### src/rtl/sa_job_scheduler.sv
// sa_job_scheduler: arbitrates two job requesters, streams N*N operand pairs
// into a serially loaded systolic array, then writes back its result rows.
module sa_job_scheduler #(
  parameter int MATRIX_SIZE = 5,
  parameter int DATA_WIDTH  = 8,
  parameter int ADDR_WIDTH  = 10,
  parameter int TIMEOUT     = 255
) (
  input  logic                              clk,
  input  logic                              rstn,
  input  logic [1:0]                        req_valid,
  output logic [1:0]                        req_ready,
  input  logic [2*ADDR_WIDTH-1:0]           req_abase,
  input  logic [2*ADDR_WIDTH-1:0]           req_wbase,
  input  logic [2*ADDR_WIDTH-1:0]           req_rbase,
  output logic                              rd_en,
  output logic [ADDR_WIDTH-1:0]             rd_addr_a,
  output logic [ADDR_WIDTH-1:0]             rd_addr_w,
  input  logic [DATA_WIDTH-1:0]             rd_data_a,
  input  logic [DATA_WIDTH-1:0]             rd_data_w,
  output logic                              sa_writing_signal,
  output logic signed [DATA_WIDTH-1:0]      sa_inputs,
  output logic signed [DATA_WIDTH-1:0]      sa_weights,
  input  logic                              sa_row_valid,
  input  logic [MATRIX_SIZE*DATA_WIDTH-1:0] sa_result_row,
  input  logic                              sa_finished,
  output logic                              wr_en,
  output logic [ADDR_WIDTH-1:0]             wr_addr,
  output logic [MATRIX_SIZE*DATA_WIDTH-1:0] wr_data,
  output logic                              busy,
  output logic [1:0]                        done,
  output logic                              err
);
  localparam int N  = MATRIX_SIZE;
  localparam int KW = $clog2(N*N+1);
  localparam int RW = $clog2(N+1);
  localparam int TW = $clog2(TIMEOUT+1);
  localparam logic [KW-1:0] K_LAST = KW'(N*N-1);
  localparam logic [RW-1:0] N_ROWS = RW'(N);
  localparam logic [TW-1:0] TMO    = TW'(TIMEOUT);

  typedef enum logic [2:0] {S_IDLE, S_LOAD, S_DRAIN, S_WAIT, S_DONE} state_e;

  state_e                  state_q, state_d;
  logic                    grant_q, grant_d;
  logic                    last_grant_q, last_grant_d;
  logic [ADDR_WIDTH-1:0]   abase_q, abase_d, wbase_q, wbase_d, rbase_q, rbase_d;
  logic [KW-1:0]           k_q, k_d;
  logic [RW-1:0]           row_q, row_d;
  logic [TW-1:0]           tmo_q, tmo_d;
  logic                    err_q, err_d;
  logic                    wsig_q, wsig_d;
  logic                    wr_en_q, wr_en_d;
  logic [ADDR_WIDTH-1:0]   wr_addr_q, wr_addr_d;
  logic [N*DATA_WIDTH-1:0] wr_data_q, wr_data_d;
  logic                    win;

  // Round-robin pick; ready is only offered in IDLE and never while reset is held.
  always_comb begin
    win = 1'b0;
    if (req_valid == 2'b11)      win = ~last_grant_q;
    else if (req_valid == 2'b10) win = 1'b1;
    req_ready = 2'b00;
    if (rstn && state_q == S_IDLE && req_valid != 2'b00)
      req_ready = win ? 2'b10 : 2'b01;
  end

  // Next-state and per-state outputs.
  always_comb begin
    state_d      = state_q;
    grant_d      = grant_q;
    last_grant_d = last_grant_q;
    abase_d      = abase_q;
    wbase_d      = wbase_q;
    rbase_d      = rbase_q;
    k_d          = k_q;
    row_d        = row_q;
    tmo_d        = tmo_q;
    err_d        = err_q;
    wsig_d       = 1'b0;
    wr_en_d      = 1'b0;
    wr_addr_d    = wr_addr_q;
    wr_data_d    = wr_data_q;
    rd_en        = 1'b0;
    done         = 2'b00;
    err          = 1'b0;
    case (state_q)
      S_IDLE: begin
        if (req_ready != 2'b00) begin
          grant_d = win;
          abase_d = win ? req_abase[2*ADDR_WIDTH-1:ADDR_WIDTH] : req_abase[ADDR_WIDTH-1:0];
          wbase_d = win ? req_wbase[2*ADDR_WIDTH-1:ADDR_WIDTH] : req_wbase[ADDR_WIDTH-1:0];
          rbase_d = win ? req_rbase[2*ADDR_WIDTH-1:ADDR_WIDTH] : req_rbase[ADDR_WIDTH-1:0];
          k_d     = '0;
          state_d = S_LOAD;
        end
      end
      S_LOAD: begin
        rd_en  = 1'b1;
        wsig_d = 1'b1;
        k_d    = k_q + 1'b1;
        if (k_q == K_LAST) state_d = S_DRAIN;
      end
      // Last read's data reaches the array this cycle.
      S_DRAIN: begin
        row_d   = '0;
        tmo_d   = '0;
        err_d   = 1'b0;
        state_d = S_WAIT;
      end
      S_WAIT: begin
        if (sa_row_valid && row_q < N_ROWS) begin
          wr_en_d   = 1'b1;
          wr_addr_d = rbase_q + ADDR_WIDTH'(row_q);
          wr_data_d = sa_result_row;
          row_d     = row_q + 1'b1;
        end
        tmo_d = tmo_q + 1'b1;
        // A row arriving with sa_finished still counts toward completion.
        if (sa_finished) begin
          err_d   = (row_d != N_ROWS);
          state_d = S_DONE;
        end else if (tmo_d == TMO) begin
          err_d   = 1'b1;
          state_d = S_DONE;
        end
      end
      S_DONE: begin
        done         = grant_q ? 2'b10 : 2'b01;
        err          = err_q;
        last_grant_d = grant_q;
        state_d      = S_IDLE;
      end
      default: state_d = S_IDLE;
    endcase
  end

  // State registers; reset abandons any job in flight.
  always_ff @(posedge clk or negedge rstn) begin
    if (!rstn) begin
      state_q      <= S_IDLE;
      grant_q      <= 1'b0;
      last_grant_q <= 1'b1;
      abase_q      <= '0;
      wbase_q      <= '0;
      rbase_q      <= '0;
      k_q          <= '0;
      row_q        <= '0;
      tmo_q        <= '0;
      err_q        <= 1'b0;
      wsig_q       <= 1'b0;
      wr_en_q      <= 1'b0;
      wr_addr_q    <= '0;
      wr_data_q    <= '0;
    end else begin
      state_q      <= state_d;
      grant_q      <= grant_d;
      last_grant_q <= last_grant_d;
      abase_q      <= abase_d;
      wbase_q      <= wbase_d;
      rbase_q      <= rbase_d;
      k_q          <= k_d;
      row_q        <= row_d;
      tmo_q        <= tmo_d;
      err_q        <= err_d;
      wsig_q       <= wsig_d;
      wr_en_q      <= wr_en_d;
      wr_addr_q    <= wr_addr_d;
      wr_data_q    <= wr_data_d;
    end
  end

  assign rd_addr_a         = abase_q + ADDR_WIDTH'(k_q);
  assign rd_addr_w         = wbase_q + ADDR_WIDTH'(k_q);
  assign sa_writing_signal = wsig_q;
  assign sa_inputs         = wsig_q ? rd_data_a : '0;
  assign sa_weights        = wsig_q ? rd_data_w : '0;
  assign wr_en             = wr_en_q;
  assign wr_addr           = wr_addr_q;
  assign wr_data           = wr_data_q;
  assign busy              = (state_q != S_IDLE);
endmodule
### config.mk
export PLATFORM = sky130hd
export DESIGN_NAME = sa_job_scheduler
export DESIGN_NICKNAME = d
export VERILOG_FILES = /design/src/rtl/sa_job_scheduler.sv
export SDC_FILE = /design/constraint.sdc
export NUM_CORES = 1
export LEC_CHECK = 0
export CAP_MARGIN = 0
export CORE_UTILIZATION = 55
export DETAILED_ROUTE_END_ITERATION = 7
export DONT_BUFFER_PORTS = 1
export PLACE_DENSITY = 0.69
export SLEW_MARGIN = 20
export SYNTH_ARGS = -nofsm -noshare
export SYNTH_HDL_FRONTEND = slang
export SYNTH_SLANG_ARGS = --single-unit
### constraint.sdc
create_clock -name clk -period 2.3 [get_ports clk]
set_clock_uncertainty 0.2 [all_clocks]
set_input_delay 0.46 -clock clk [delete_from_list [all_inputs] [get_ports clk]]
set_output_delay 0.46 -clock clk [all_outputs]
set_load 0.05 [all_outputs]
==> results of run 1 <==
## cells by family after synthesis
family | after synthesis | synth area share
flops | 104 | 0.4696
simple gates | 116 | 0.1113
fa+ha+maj | 21 | 0.05146
xor+xnor | 20 | 0.03160
mux | 43 | 0.1146
compound gates | 115 | 0.1537
buf+inv | 82 | 0.06770
## layout make-up
class,instances,area [µm²]
clock buffers,9,123.9
well taps,133,166.4
fillers,591,2256
flip-flops and latches,104,2605
inverters,57,225.2
clock inverters,7,81.33
repair buffers,129,1314
multi-input cells,315,3003
## cell usage in the layout, fill, tap and decap left out, types with 16 or more instances in the layout
master and n:
sky130_fd_sc_hd__dfrtp_1 102, sky130_fd_sc_hd__buf_4 56, sky130_fd_sc_hd__inv_1 50, sky130_fd_sc_hd__dlygate4sd3_1 44, sky130_fd_sc_hd__mux2_4 41, sky130_fd_sc_hd__nand2_1 37, sky130_fd_sc_hd__a222oi_1 30, sky130_fd_sc_hd__o21ai_0 25
sky130_fd_sc_hd__and2_1 19, sky130_fd_sc_hd__buf_6 16
## sequential cells by signal, indices dropped and copies added, names as in the netlist, 3 cells and up
register / flops
state_q: 3
rbase_q: 10
wr_addr: 10
abase_q: 10
k_q: 5
tmo_q: 8
row_q: 3
wbase_q: 10
wr_data: 40
## worst max-delay path, cell delays in order, from the launching register on
cell                       delay, ps
sky130_fd_sc_hd__dfrtp_1         400
sky130_fd_sc_hd__ha_2            210
sky130_fd_sc_hd__inv_2            40
sky130_fd_sc_hd__fa_2            350
sky130_fd_sc_hd__nor2b_2         140
sky130_fd_sc_hd__o21ai_2          80
sky130_fd_sc_hd__a21boi_2        240
sky130_fd_sc_hd__buf_4           170
sky130_fd_sc_hd__o21ai_4          70
sky130_fd_sc_hd__xnor2_4         190
sky130_fd_sc_hd__buf_12          160
## repair_timing
item	4_1_cts	5_1_grt
cloned	1	0
hold buffers	25	19
endpoints found under the hold margin	126	123
buffers inserted	10	11
pin swaps	32	24
endpoints found under the setup margin	22	22
resized for setup	32	22
## final timing paths
kind                                    start  cells after the start           end  slack, ps
worst min register to register   last_grant_q                      1  last_grant_q        320
worst max register to register       row_q[1]                      7    wr_addr[8]        200
max in group asynchronous                rstn                      0  last_grant_q       2130
worst min-delay path                     rstn                      0    wr_data[6]       -460
min in group clk                req_abase[17]                      2    abase_q[7]          0
worst max-delay path                   k_q[0]                     10  rd_addr_a[6]       -790
## per-layer routing
layer / GRT usage / up-vias / routed length (µm)
met5: 0 / - / 0
met4: 0.09670 / 0 / 283
met3: 0.05951 / 26 / 1146
met2: 0.4466 / 196 / 7565
met1: 0.3423 / 2147 / 5876
li1: - / 2021 / -
## per-stage QoR
stage	TNS (ps)	instances
after floorplan	-2740	501
after global placement	-2111	678
after detailed placement	-2650	678
after CTS	-8783	729
after global routing	-10230	754
final	-8818	754
## power breakdown
part,leakage [nW],internal [W],switching [W]
registers,1.35,0.00238,0.00144
logic,2.22,0.00319,0.00382
clock network,0.104,0.000437,0.000739
total,3.68,0.00601,0.00599
==> out/results.tsv, run 1 <==
stage	metric	value	unit
status	run_status	complete, but fails checks	
status	violations	negative hold slack, negative setup slack	
layout	postLayoutCellArea	7518	µm²
cts	insertion_delay	390	ps
sta	timing.final.crit_period	3094	ps
synth	synth_top_cells_by_count	103 x sky130_fd_sc_hd__dfrtp_1, 55 x sky130_fd_sc_hd__inv_1, 41 x sky130_fd_sc_hd__mux2_4	
synth	synthArstFlopShare	1.000	
grt	wire_length_of_the_first_global_routing_pass	21.22	mm
synth	postSynthAreaPerCell	11.07	µm²
sta	final.setup.worst_slack	-793.6	ps
layout	insertedDiodeCount	0	
place	finalWeightedCongestion	0.8569	
worst_setup_path	required	1640	ps
place	port_buffers	0	
synth	netlist_instances	501	
sta	maxSlewViolCount	0	
synth	syn-cell-area	5544	µm²
cts	clock_tree_from_tritoncts	yes	
worst_setup_path	worst-path-max-fanout	3	
power	vdd_ir_drop_max	0.001455	V
grt	globalRoute.totalOverflow	0	
floorplan	die-width	102.4	µm
floorplan	die_height	102.4	µm
drt	routed_length_per_instance	19.72	µm
layout	synthToLayoutAreaGrowth	35.61	%
worst_setup_path	worst_ep_arrival_time	2430	ps
sta	whs	-455.6	ps
grt	first_global_vias	4141	
place	dp_worst_setup_slack	-396.6	ps
worst_hold_path	worst_hold_path_type	primary input to async pin	
synth	synth.top_cell.area_share	0.4649	
grt	antenna_violations_before_repair	0	
synth	largest_area_contributor_in_the_synthesized_netlist	sky130_fd_sc_hd__dfrtp_1	
cts	root_buffer	sky130_fd_sc_hd__clkbuf_8	
run	maxCapViolations	0	
sta	slew-limit-headroom	0.6371	
cts	h_tree_level_count	3	
power	power_leakage	3.677	nW
floorplan	core.rowCount	36	
drt	totalWireLength	14.87	mm
sta	worst_slew_pin_slew	544.3	ps
synth	synth_most_common_cell	sky130_fd_sc_hd__dfrtp_1	
floorplan	core_region_area	9774	µm²
worst_setup_path	timing_worst_setup_path_type	flop to output pin	
drt	drt_drc_violations_left	0	
floorplan	design.die.area	10490	µm²
worst_setup_path	critical_path_end_type	output pin	
place	post_dp_cell_area	6476	µm²
floorplan	initial_core_util	0.5672	
power	power.density_cell_area	1596	nW/µm²
synth	post_synth_num_cell_types	51	
sta	maxClockFrequency	323.3	MHz
synth	synth_nets	644	
sta	grt_setup_unrepaired	yes	
place	dp_hpwl	9.474	mm
sta	finalCritPeriodShare	1.345	
cts	cts.path.max_buffers	2	
sta	setup_viol	18	
synth	ys_ff_latch	104	
grt	grtUsageTotal	0.2674	
synth	synthesis.yosys.warnings	0	
drt	remaining_antenna_violation_count_after_routing	0	
layout	post_route_cells_drive_above_1_share	0.3237	
synth	synth.top_cells.by_area	sky130_fd_sc_hd__dfrtp_1 46%, sky130_fd_sc_hd__mux2_4 11%, sky130_fd_sc_hd__a222oi_1 5.4%, sky130_fd_sc_hd__ha_1 4.1%, sky130_fd_sc_hd__inv_1 3.7%	
drt	dr.pass1.iters	7	
grt	grt_max_degree	107	
cts	cts.sink_count	104	
floorplan	design.portCount	217	
worst_setup_path	worstSetupStartpointType	flop	
drt	vias	4390	
cts	total_clock_buffers_created_by_cts	9	
drt	violation_count_after_the_first_detailed_route_iteration	261	
synth	synth_edf_count	0	
layout	post-route-util	0.7692	
layout	layout.nets	759	
drt	vias_per_cell	5.822	
synth	synth-seq-area-share	0.4696	
cts	cts.clk_slew.worst_paths	120	ps
power	total_power	0.01200	W
synth	most_used_flip_flop_cell_after_synthesis	sky130_fd_sc_hd__dfrtp_1	
sta	final_hold_viol_count	104	
No activity file was read; power rests on OpenSTA's default activity.
==> run 2: changes to the inputs <==
--- a/config.mk
+++ b/config.mk
@@ -6,10 +6,10 @@
 export NUM_CORES = 1
 export LEC_CHECK = 0
 export CAP_MARGIN = 0
-export CORE_UTILIZATION = 55
+export CORE_UTILIZATION = 50
 export DETAILED_ROUTE_END_ITERATION = 7
 export DONT_BUFFER_PORTS = 1
-export PLACE_DENSITY = 0.69
+export PLACE_DENSITY = 0.64
 export SLEW_MARGIN = 20
 export SYNTH_ARGS = -nofsm -noshare
 export SYNTH_HDL_FRONTEND = slang
==> constraint.sdc (replaced) <==
create_clock -name clk -period 2.3 [get_ports clk]
set_clock_uncertainty 0.2 [all_clocks]
set_input_delay 0.23 -clock clk [delete_from_list [all_inputs] [get_ports clk]]
set_output_delay 0.23 -clock clk [all_outputs]
set_load 0.05 [all_outputs]
==> out/results.tsv, run 2 (synthesized netlist as in run 1, its figures left out) <==
stage	metric	value	unit	change
worst_setup_path	worst-r2r-cell-count	6		was 7
grt	first_global_vias	4613		was 4,141
worst_setup_path	critical_path.reg2reg.endpoint	wbase_q[4]		was wr_addr[8]
sta	whs	-671.7	ps	was -455.6 ps
run	maxCapViolations	0		unchanged
worst_setup_path	r2r_setup_slack	100	ps	was 200 ps
worst_setup_path	crit-reg2reg-launch	state_q[1]		was row_q[1]
cts	cts.sink_count	104		unchanged
floorplan	die-width	107.3	µm	was 102.4 µm
floorplan	die_height	107.3	µm	was 102.4 µm
worst_setup_path	timing_worst_setup_path_type	flop to output pin		unchanged
sta	maxSlewViolCount	0		unchanged
cts	clock_tree_from_tritoncts	yes		unchanged
cts	insertion_delay	390	ps	about the same
sta	finalCritPeriodShare	1.229		was 1.345
grt	globalRoute.totalOverflow	0		unchanged
grt	grt_max_degree	107		unchanged
power	vdd_ir_drop_max	0.001404	V	was 0.001455 V
drt	vias_per_cell	5.637		was 5.822
worst_setup_path	max_incr_delay_on_cp	430	ps	was 400 ps
layout	mostFrequentLayoutCell	sky130_fd_sc_hd__dlygate4sd3_1		was sky130_fd_sc_hd__dfrtp_1
sta	final_hold_viol_count	104		unchanged
worst_setup_path	cp_top_family	adder cells		unchanged
floorplan	core_region_area	10840	µm²	was 9774 µm²
drt	remaining_antenna_violation_count_after_routing	0		unchanged
drt	routed_length_per_instance	19.01	µm	was 19.72 µm
sta	slew-limit-headroom	0.6327		was 0.6371
sta	grt_setup_unrepaired	yes		unchanged
grt	antenna_violations_before_repair	2		was 0
drt	dr.pass1.iters	8		was 7
floorplan	initial_core_util	0.5114		was 0.5672
worst_setup_path	worst_ep_arrival_time	2400	ps	was 2430 ps
layout	post_route_cells_drive_above_1_share	0.2515		was 0.3237
worst_setup_path	crit_buf_inv	3		unchanged
sta	setup_viol	15		was 18
sta	maxClockFrequency	353.8	MHz	was 323.3 MHz
place	dp_worst_setup_slack	-191.5	ps	was -396.6 ps
status	violations	design-rule violations, negative hold slack, negative setup slack		was negative hold slack, negative setup slack
place	finalWeightedCongestion	0.8293		was 0.8569
grt	wire_length_of_the_first_global_routing_pass	23.14	mm	was 21.22 mm
sta	final.setup.worst_slack	-526.2	ps	was -793.6 ps
drt	drt_drc_violations_left	7		was 0
worst_setup_path	required	1870	ps	was 1640 ps
layout	commonest_cells_after_routing_fill_and_taps_aside	102 x sky130_fd_sc_hd__dlygate4sd3_1, 101 x sky130_fd_sc_hd__dfrtp_1, 52 x sky130_fd_sc_hd__inv_1		was 102 x sky130_fd_sc_hd__dfrtp_1, 56 x sky130_fd_sc_hd__buf_4, 50 x sky130_fd_sc_hd__inv_1
sta	fin_setup_tns	-5191	ps	was -8818 ps
cts	cts.path.max_buffers	2		unchanged
power	power.density_cell_area	1482	nW/µm²	was 1596 nW/µm²
worst_setup_path	critical-path-slowest-cell	sky130_fd_sc_hd__dfrtp_1		unchanged
drt	violation_count_after_the_first_detailed_route_iteration	363		was 261
worst_setup_path	critical_path_end_type	output pin		unchanged
floorplan	core.rowCount	38		was 36
worst_hold_path	worst_hold_path_type	primary input to async pin		unchanged
cts	cts.clk_slew.worst_paths	110	ps	was 120 ps
worst_setup_path	worst-path-max-fanout	3		unchanged
floorplan	design.portCount	217		unchanged
layout	largest_register_ff_count	40		unchanged
cts	total_clock_buffers_created_by_cts	9		unchanged
sta	timing.final.crit_period	2826	ps	was 3094 ps
cts	h_tree_level_count	3		unchanged
cts	root_buffer	sky130_fd_sc_hd__clkbuf_8		unchanged
layout	synthToLayoutAreaGrowth	39.95	%	was 35.61%
layout	layout.nets	786		was 759
floorplan	design.die.area	11510	µm²	was 10,490 µm²
power	power_leakage	3.730	nW	was 3.677 nW
sta	worst_slew_pin_slew	551.0	ps	was 544.3 ps
cts	hold_buffers	102		was 25
worst_setup_path	critical_path.cell_chain	ha_4 -> inv_2 -> fa_2 -> nor2b_4 -> o21ai_2 -> a21boi_2 -> buf_4 -> o21ai_4 -> xnor2_4 -> buf_12		was ha_2 -> inv_2 -> fa_2 -> nor2b_2 -> o21ai_2 -> a21boi_2 -> buf_4 -> o21ai_4 -> xnor2_4 -> buf_12
place	port_buffers	0		unchanged
drt	vias	4453		was 4,390
worst_setup_path	worstSetupStartpointType	flop		unchanged
status	run_status	complete, but fails checks		unchanged
layout	post_layout_cell_count	790		was 754
layout	post-route-util	0.7157		was 0.7692
grt	grtUsageTotal	0.2619		was 0.2674
place	dp_hpwl	9.348	mm	was 9.474 mm
drt	totalWireLength	15.02	mm	was 14.87 mm
place	dpl.cell_count	663		was 678
-- run 2: cell count changes in the layout (fill, tap and decap cells not counted), sizes merged, moves of 2 or more --
| cell | before | now |
|---|---|---|
| buf | 84 | 54 |
| clkbuf | 9 | 11 |
| diode | 0 | 2 |
| dlygate4sd3 | 44 | 102 |
| inv | 60 | 58 |
-- run 2: worst register-to-register path: cells and delay by family, from the launching register on --
| family | cells | cell delay (ps) |
|---|---|---|
| AOI/OAI and AO/OA | 2 | 650 |
| DFF | 1 | 480 |
| buffers and inverters | 3 | 430 |
| and+or+nand+nor | 1 | 320 |
-- run 2: what timing repair did --
item / in CTS / in global routing
pin swaps: 9 / 10
endpoints found under the hold margin: 191 / 104
endpoints found under the setup margin: 17 / 23
gates resized for setup: 25 / 21
buffers inserted: 1 / 8
-- run 2: final cells by class --
cell class / instances / area [µm²]
inverters: 57 / 220.2
well taps: 140 / 175.2
repair buffers: 156 / 1660
diodes: 2 / 5.005
clock buffers: 11 / 151.4
flip-flops and latches: 104 / 2606
fillers: 742 / 3082
multi-input cells: 315 / 2894
clock inverters: 5 / 46.29
-- run 2: worst max-delay path by stage --
stage | startpoint | end | slack, ps | cells past startpoint
6_report | k_q[0] | rd_addr_w[6] | -530 | 10
5_1_grt | k_q[0] | rd_addr_a[8] | -620 | 9
4_1_cts | k_q[0] | rd_addr_a[8] | -460 | 9
3_5_place_dp | k_q[0] | rd_addr_w[8] | -190 | 9
3_3_place_gp | k_q[0] | rd_addr_w[8] | -170 | 9
2_1_floorplan | k_q[0] | rd_addr_w[8] | -250 | 8
-- run 2: metal layers --
layer	global-route usage	vias up	wire, µm
met4	0.1027	0	378
met3	0.07446	28	1152
met1	0.3166	2151	6075
met5	0	-	0
li1	-	2070	-
met2	0.4415	204	7410
-- run 2: per-stage QoR --
| stage | area [µm²] | total power, W | hold slack [ps] |
|---|---|---|---|
| 2_1_floorplan | 5713 | 0.007672 | -265.6 |
| 3_3_place_gp | 6282 | 0.009405 | -263.7 |
| 3_5_place_dp | 6282 | 0.009498 | -263.1 |
| 4_1_cts | 7597 | 0.01103 | -691.1 |
| 5_1_grt | 7759 | 0.01208 | -707.4 |
| 6_report | 7759 | 0.01150 | -671.7 |
-- run 2: where the power goes --
| group | total, W | switching [W] | internal, W |
|---|---|---|---|
| Combinational | 0.00650 | 0.00359 | 0.00291 |
| Clock | 0.00113 | 0.000663 | 0.000470 |
| Sequential | 0.00386 | 0.00148 | 0.00238 |
| Total | 0.0115 | 0.00573 | 0.00577 |
==> run 3: changes to the inputs <==
--- a/config.mk
+++ b/config.mk
@@ -5,6 +5,7 @@
 export SDC_FILE = /design/constraint.sdc
 export NUM_CORES = 1
 export LEC_CHECK = 0
+export ABC_AREA = 1
 export CAP_MARGIN = 0
 export CORE_UTILIZATION = 50
 export DETAILED_ROUTE_END_ITERATION = 7
==> out/results.tsv, run 3 <==
stage	metric	value	unit	change
power	power.combinational.fraction	0.502		was 0.566
synth	synthesis.yosys.warnings	0		unchanged
synth	synth.top_cell.area_share	0.4780		was 0.4649
power	power.density_cell_area	1592	nW/µm²	was 1482 nW/µm²
drt	remaining_antenna_violation_count_after_routing	0		unchanged
synth	synth.top_cells.by_area	sky130_fd_sc_hd__dfrtp_1 48%, sky130_fd_sc_hd__nand2_1 18%, sky130_fd_sc_hd__a22oi_1 4.2%, sky130_fd_sc_hd__ha_1 4.2%, sky130_fd_sc_hd__inv_1 4.0%		was sky130_fd_sc_hd__dfrtp_1 46%, sky130_fd_sc_hd__mux2_4 11%, sky130_fd_sc_hd__a222oi_1 5.4%, sky130_fd_sc_hd__ha_1 4.1%, sky130_fd_sc_hd__inv_1 3.7%
floorplan	die-width	105.9	µm	was 107.3 µm
cts	total_clock_buffers_created_by_cts	9		unchanged
synth	most_used_flip_flop_cell_after_synthesis	sky130_fd_sc_hd__dfrtp_1		unchanged
sta	worst_slew_pin_slew	605.9	ps	was 551.0 ps
worst_setup_path	required	1870	ps	about the same
worst_hold_path	worst_hold_path_type	primary input to async pin		unchanged
grt	first_global_vias	5260		was 4,613
grt	antenna_violations_before_repair	1		was 2
synth	synth_most_common_cell	sky130_fd_sc_hd__nand2_1		was sky130_fd_sc_hd__dfrtp_1
worst_setup_path	worst_ep_arrival_time	2360	ps	was 2400 ps
drt	violation_count_after_the_first_detailed_route_iteration	326		was 363
sta	whs	-673.0	ps	was -671.7 ps
drt	vias	5182		was 4,453
run	maxCapViolations	0		unchanged
power	vdd_ir_drop_max	0.001280	V	was 0.001404 V
cts	clock_tree_from_tritoncts	yes		unchanged
synth	synth_top_cells_by_count	254 x sky130_fd_sc_hd__nand2_1, 103 x sky130_fd_sc_hd__dfrtp_1, 57 x sky130_fd_sc_hd__inv_1		was 103 x sky130_fd_sc_hd__dfrtp_1, 55 x sky130_fd_sc_hd__inv_1, 41 x sky130_fd_sc_hd__mux2_4
floorplan	design.die.area	11200	µm²	was 11,510 µm²
worst_setup_path	cp_top_family	adder cells		unchanged
cts	insertion_delay	390	ps	about the same
grt	wire_length_of_the_first_global_routing_pass	25.40	mm	was 23.14 mm
worst_setup_path	crit-reg2reg-launch	row_q[0]		was state_q[1]
sta	grt_setup_unrepaired	yes		unchanged
floorplan	initial_core_util	0.5200		was 0.5114
grt	grtUsageTotal	0.2929		was 0.2619
cts	h_tree_level_count	3		unchanged
cts	hold_buffers	102		unchanged
sta	final.setup.worst_slack	-486.8	ps	was -526.2 ps
layout	largest_register_ff_count	40		unchanged
sta	slew-limit-headroom	0.5954		was 0.6327
worst_setup_path	worstSetupStartpointType	flop		unchanged
layout	post_route_cells_drive_above_1_share	0.1968		was 0.2515
drt	dr.pass1.iters	5		was 8
grt	grt_max_degree	106		was 107
worst_setup_path	r2r_setup_slack	170	ps	was 100 ps
layout	commonest_cells_after_routing_fill_and_taps_aside	249 x sky130_fd_sc_hd__nand2_1, 102 x sky130_fd_sc_hd__dlygate4sd3_1, 99 x sky130_fd_sc_hd__dfrtp_1		was 102 x sky130_fd_sc_hd__dlygate4sd3_1, 101 x sky130_fd_sc_hd__dfrtp_1, 52 x sky130_fd_sc_hd__inv_1
drt	drt_drc_violations_left	0		was 7
floorplan	design.portCount	217		unchanged
sta	maxSlewViolCount	0		unchanged
place	finalWeightedCongestion	0.8318		was 0.8293
grt	globalRoute.totalOverflow	0		unchanged
power	power_leakage	3.847	nW	was 3.730 nW
worst_setup_path	critical_path.cell_chain	ha_4 -> inv_2 -> fa_2 -> o21ai_2 -> a21oi_2 -> nor3_2 -> buf_4 -> xor2_4 -> buf_12		was ha_4 -> inv_2 -> fa_2 -> nor2b_4 -> o21ai_2 -> a21boi_2 -> buf_4 -> o21ai_4 -> xnor2_4 -> buf_12
drt	routed_length_per_instance	17.85	µm	was 19.01 µm
status	violations	negative hold slack, negative setup slack		was design-rule violations, negative hold slack, negative setup slack
power	net-switching-power	0.006818	W	was 0.005734 W
place	port_buffers	0		unchanged
place	dpl.cell_count	812		was 663
drt	vias_per_cell	5.455		was 5.637
worst_setup_path	worst-path-max-fanout	3		unchanged
cts	root_buffer	sky130_fd_sc_hd__clkbuf_8		unchanged
synth	post_synth_num_cell_types	40		was 51
sta	setup_viol	17		was 15
sta	timing.final.crit_period	2787	ps	was 2826 ps
worst_setup_path	max_incr_delay_on_cp	430	ps	about the same
synth	postSynthAreaPerCell	8.271	µm²	was 11.07 µm²
layout	post_layout_cell_count	950		was 790
layout	synthToLayoutAreaGrowth	44.08	%	was 39.95%
floorplan	die_height	105.9	µm	was 107.3 µm
synth	ys_ff_latch	104		unchanged
synth	netlist_instances	652		was 501
cts	cts.sink_count	104		unchanged
worst_setup_path	timing_worst_setup_path_type	flop to output pin		unchanged
synth	syn-cell-area	5393	µm²	was 5544 µm²
cts	cts.path.max_buffers	2		unchanged
cts	cts.clk_slew.worst_paths	100	ps	was 110 ps
drt	totalWireLength	16.96	mm	was 15.02 mm
worst_setup_path	worst-r2r-cell-count	10		was 6
sta	maxClockFrequency	358.8	MHz	was 353.8 MHz
place	dp_hpwl	9.692	mm	was 9.348 mm
sta	finalCritPeriodShare	1.212		was 1.229
floorplan	core_region_area	10370	µm²	was 10,840 µm²
worst_setup_path	crit_buf_inv	3		unchanged
synth	largest_area_contributor_in_the_synthesized_netlist	sky130_fd_sc_hd__dfrtp_1		unchanged
worst_setup_path	critical_path_end_type	output pin		unchanged
layout	layout.nets	951		was 786
layout	mostFrequentLayoutCell	sky130_fd_sc_hd__nand2_1		was sky130_fd_sc_hd__dlygate4sd3_1
status	run_status	complete, but fails checks		unchanged
worst_setup_path	critical_path.reg2reg.endpoint	wr_addr[8]		was wbase_q[4]
synth	synth_nets	795		was 644
synth	synth-seq-area-share	0.4828		was 0.4696
floorplan	core.rowCount	37		was 38
power	swShare	0.5510		was 0.4986
worst_setup_path	critical-path-slowest-cell	sky130_fd_sc_hd__dfrtp_1		unchanged
power	intPower	0.005555	W	was 0.005767 W
sta	final_hold_viol_count	104		unchanged
synth	synthArstFlopShare	1.000		unchanged
power	p_seq_frac	0.402		was 0.336
power	p_clk_frac	0.095		was 0.099
synth	synth_edf_count	0		unchanged
==> run 3: cell count changes after synthesis, moves of 6 or more <==
cell / before / now
sky130_fd_sc_hd__a222oi_1: 30 / 0
sky130_fd_sc_hd__a22oi_1: 0 / 30
sky130_fd_sc_hd__nor2_1: 16 / 26
sky130_fd_sc_hd__xor2_1: 7 / 14
sky130_fd_sc_hd__nand3_1: 8 / 30
sky130_fd_sc_hd__nand2_2: 0 / 9
sky130_fd_sc_hd__mux2_4: 41 / 0
sky130_fd_sc_hd__nand2_1: 39 / 254
sky130_fd_sc_hd__and2_1: 19 / 0
sky130_fd_sc_hd__xnor2_1: 13 / 7
==> run 3: worst max-delay path by stage <==
stage	depth (start not counted)	end	slack, ps	start
2_1_floorplan	8	rd_addr_a[8]	-160	k_q[0]
3_3_place_gp	9	rd_addr_a[6]	-30	k_q[0]
3_5_place_dp	9	rd_addr_a[8]	-40	k_q[0]
4_1_cts	9	rd_addr_w[8]	-410	k_q[0]
5_1_grt	9	rd_addr_w[8]	-560	k_q[0]
6_report	9	rd_addr_w[8]	-490	k_q[0]
==> run 3: per-stage QoR <==
step	TNS, ps	util	total power [W]	setup WS, ps	cell area, µm²
global placement	-59.14	0.5849	0.009738	-31.89	6066
finish	-5147	0.7493	0.01237	-486.8	7770
CTS	-3450	0.7261	0.01162	-408.9	7530
detailed placement	-72.41	0.5849	0.009853	-36.54	6066
floorplan	-521.6	-	0.008292	-162.4	5544
global route	-6262	0.7493	0.01295	-558.2	7770
==> run 3: power groups by stage <==
| stage | logic, W | clock network [W] | registers [W] |
|---|---|---|---|
| 3_3_place_gp | 0.00484 | 0 | 0.00489 |
| 3_5_place_dp | 0.00493 | 0 | 0.00492 |
| 4_1_cts | 0.00549 | 0.00120 | 0.00493 |
| 2_1_floorplan | 0.00356 | 0 | 0.00473 |
| 5_1_grt | 0.00662 | 0.00126 | 0.00507 |
| 6_report | 0.00621 | 0.00118 | 0.00498 |
==> run 3: layout make-up <==
| type | instances | area [µm²] |
|---|---|---|
| fillers | 691 | 2600 |
| well taps | 136 | 170.2 |
| clock buffers | 10 | 127.6 |
| clock inverters | 6 | 67.56 |
| flip-flops and latches | 104 | 2609 |
| repair buffers | 167 | 1719 |
| inverters | 63 | 242.7 |
| multi-input cells | 463 | 2831 |
| diodes | 1 | 2.502 |
==> run 3: what timing repair did <==
action,in CTS,in global routing
hold endpoints to repair,179,104
pin swaps,23,18
resized for setup,39,31
endpoints found under the setup margin,17,21
buffers inserted,12,10
==> run 3: kinds of logic (layout without fill, tap and decap cells) <==
family / count (synthesis) / in the layout / share of synthesized area
AND/OR/NAND/NOR: 337 / 337 / 0.2624
XOR/XNOR: 21 / 21 / 0.03411
flip-flops: 104 / 104 / 0.4828
other: 0 / 1 / 0
adder cells (fa/ha/maj): 21 / 21 / 0.05290
AO/OA/AOI/OAI: 84 / 84 / 0.09629
buffers and inverters: 85 / 246 / 0.07146
==> run 3: worst register-to-register path, stage by stage (launching register included) <==
cell and delay (ps):
sky130_fd_sc_hd__dfrtp_1 430, sky130_fd_sc_hd__ha_1 220, sky130_fd_sc_hd__inv_1 70, sky130_fd_sc_hd__fa_1 390, sky130_fd_sc_hd__nor2_1 120, sky130_fd_sc_hd__nor2_1 100
sky130_fd_sc_hd__nor4_2 140, sky130_fd_sc_hd__buf_4 160, sky130_fd_sc_hd__nand3_1 60, sky130_fd_sc_hd__nand3_1 90, sky130_fd_sc_hd__nand2_1 50
==> run 3: per-layer routing <==
layer,up-vias,global-route usage,share of wire
met3,51,0.08844,0.072
met4,0,0.1062,0.039
met5,-,0,0
met2,249,0.5140,0.51
met1,2494,0.3363,0.38
li1,2388,-,-
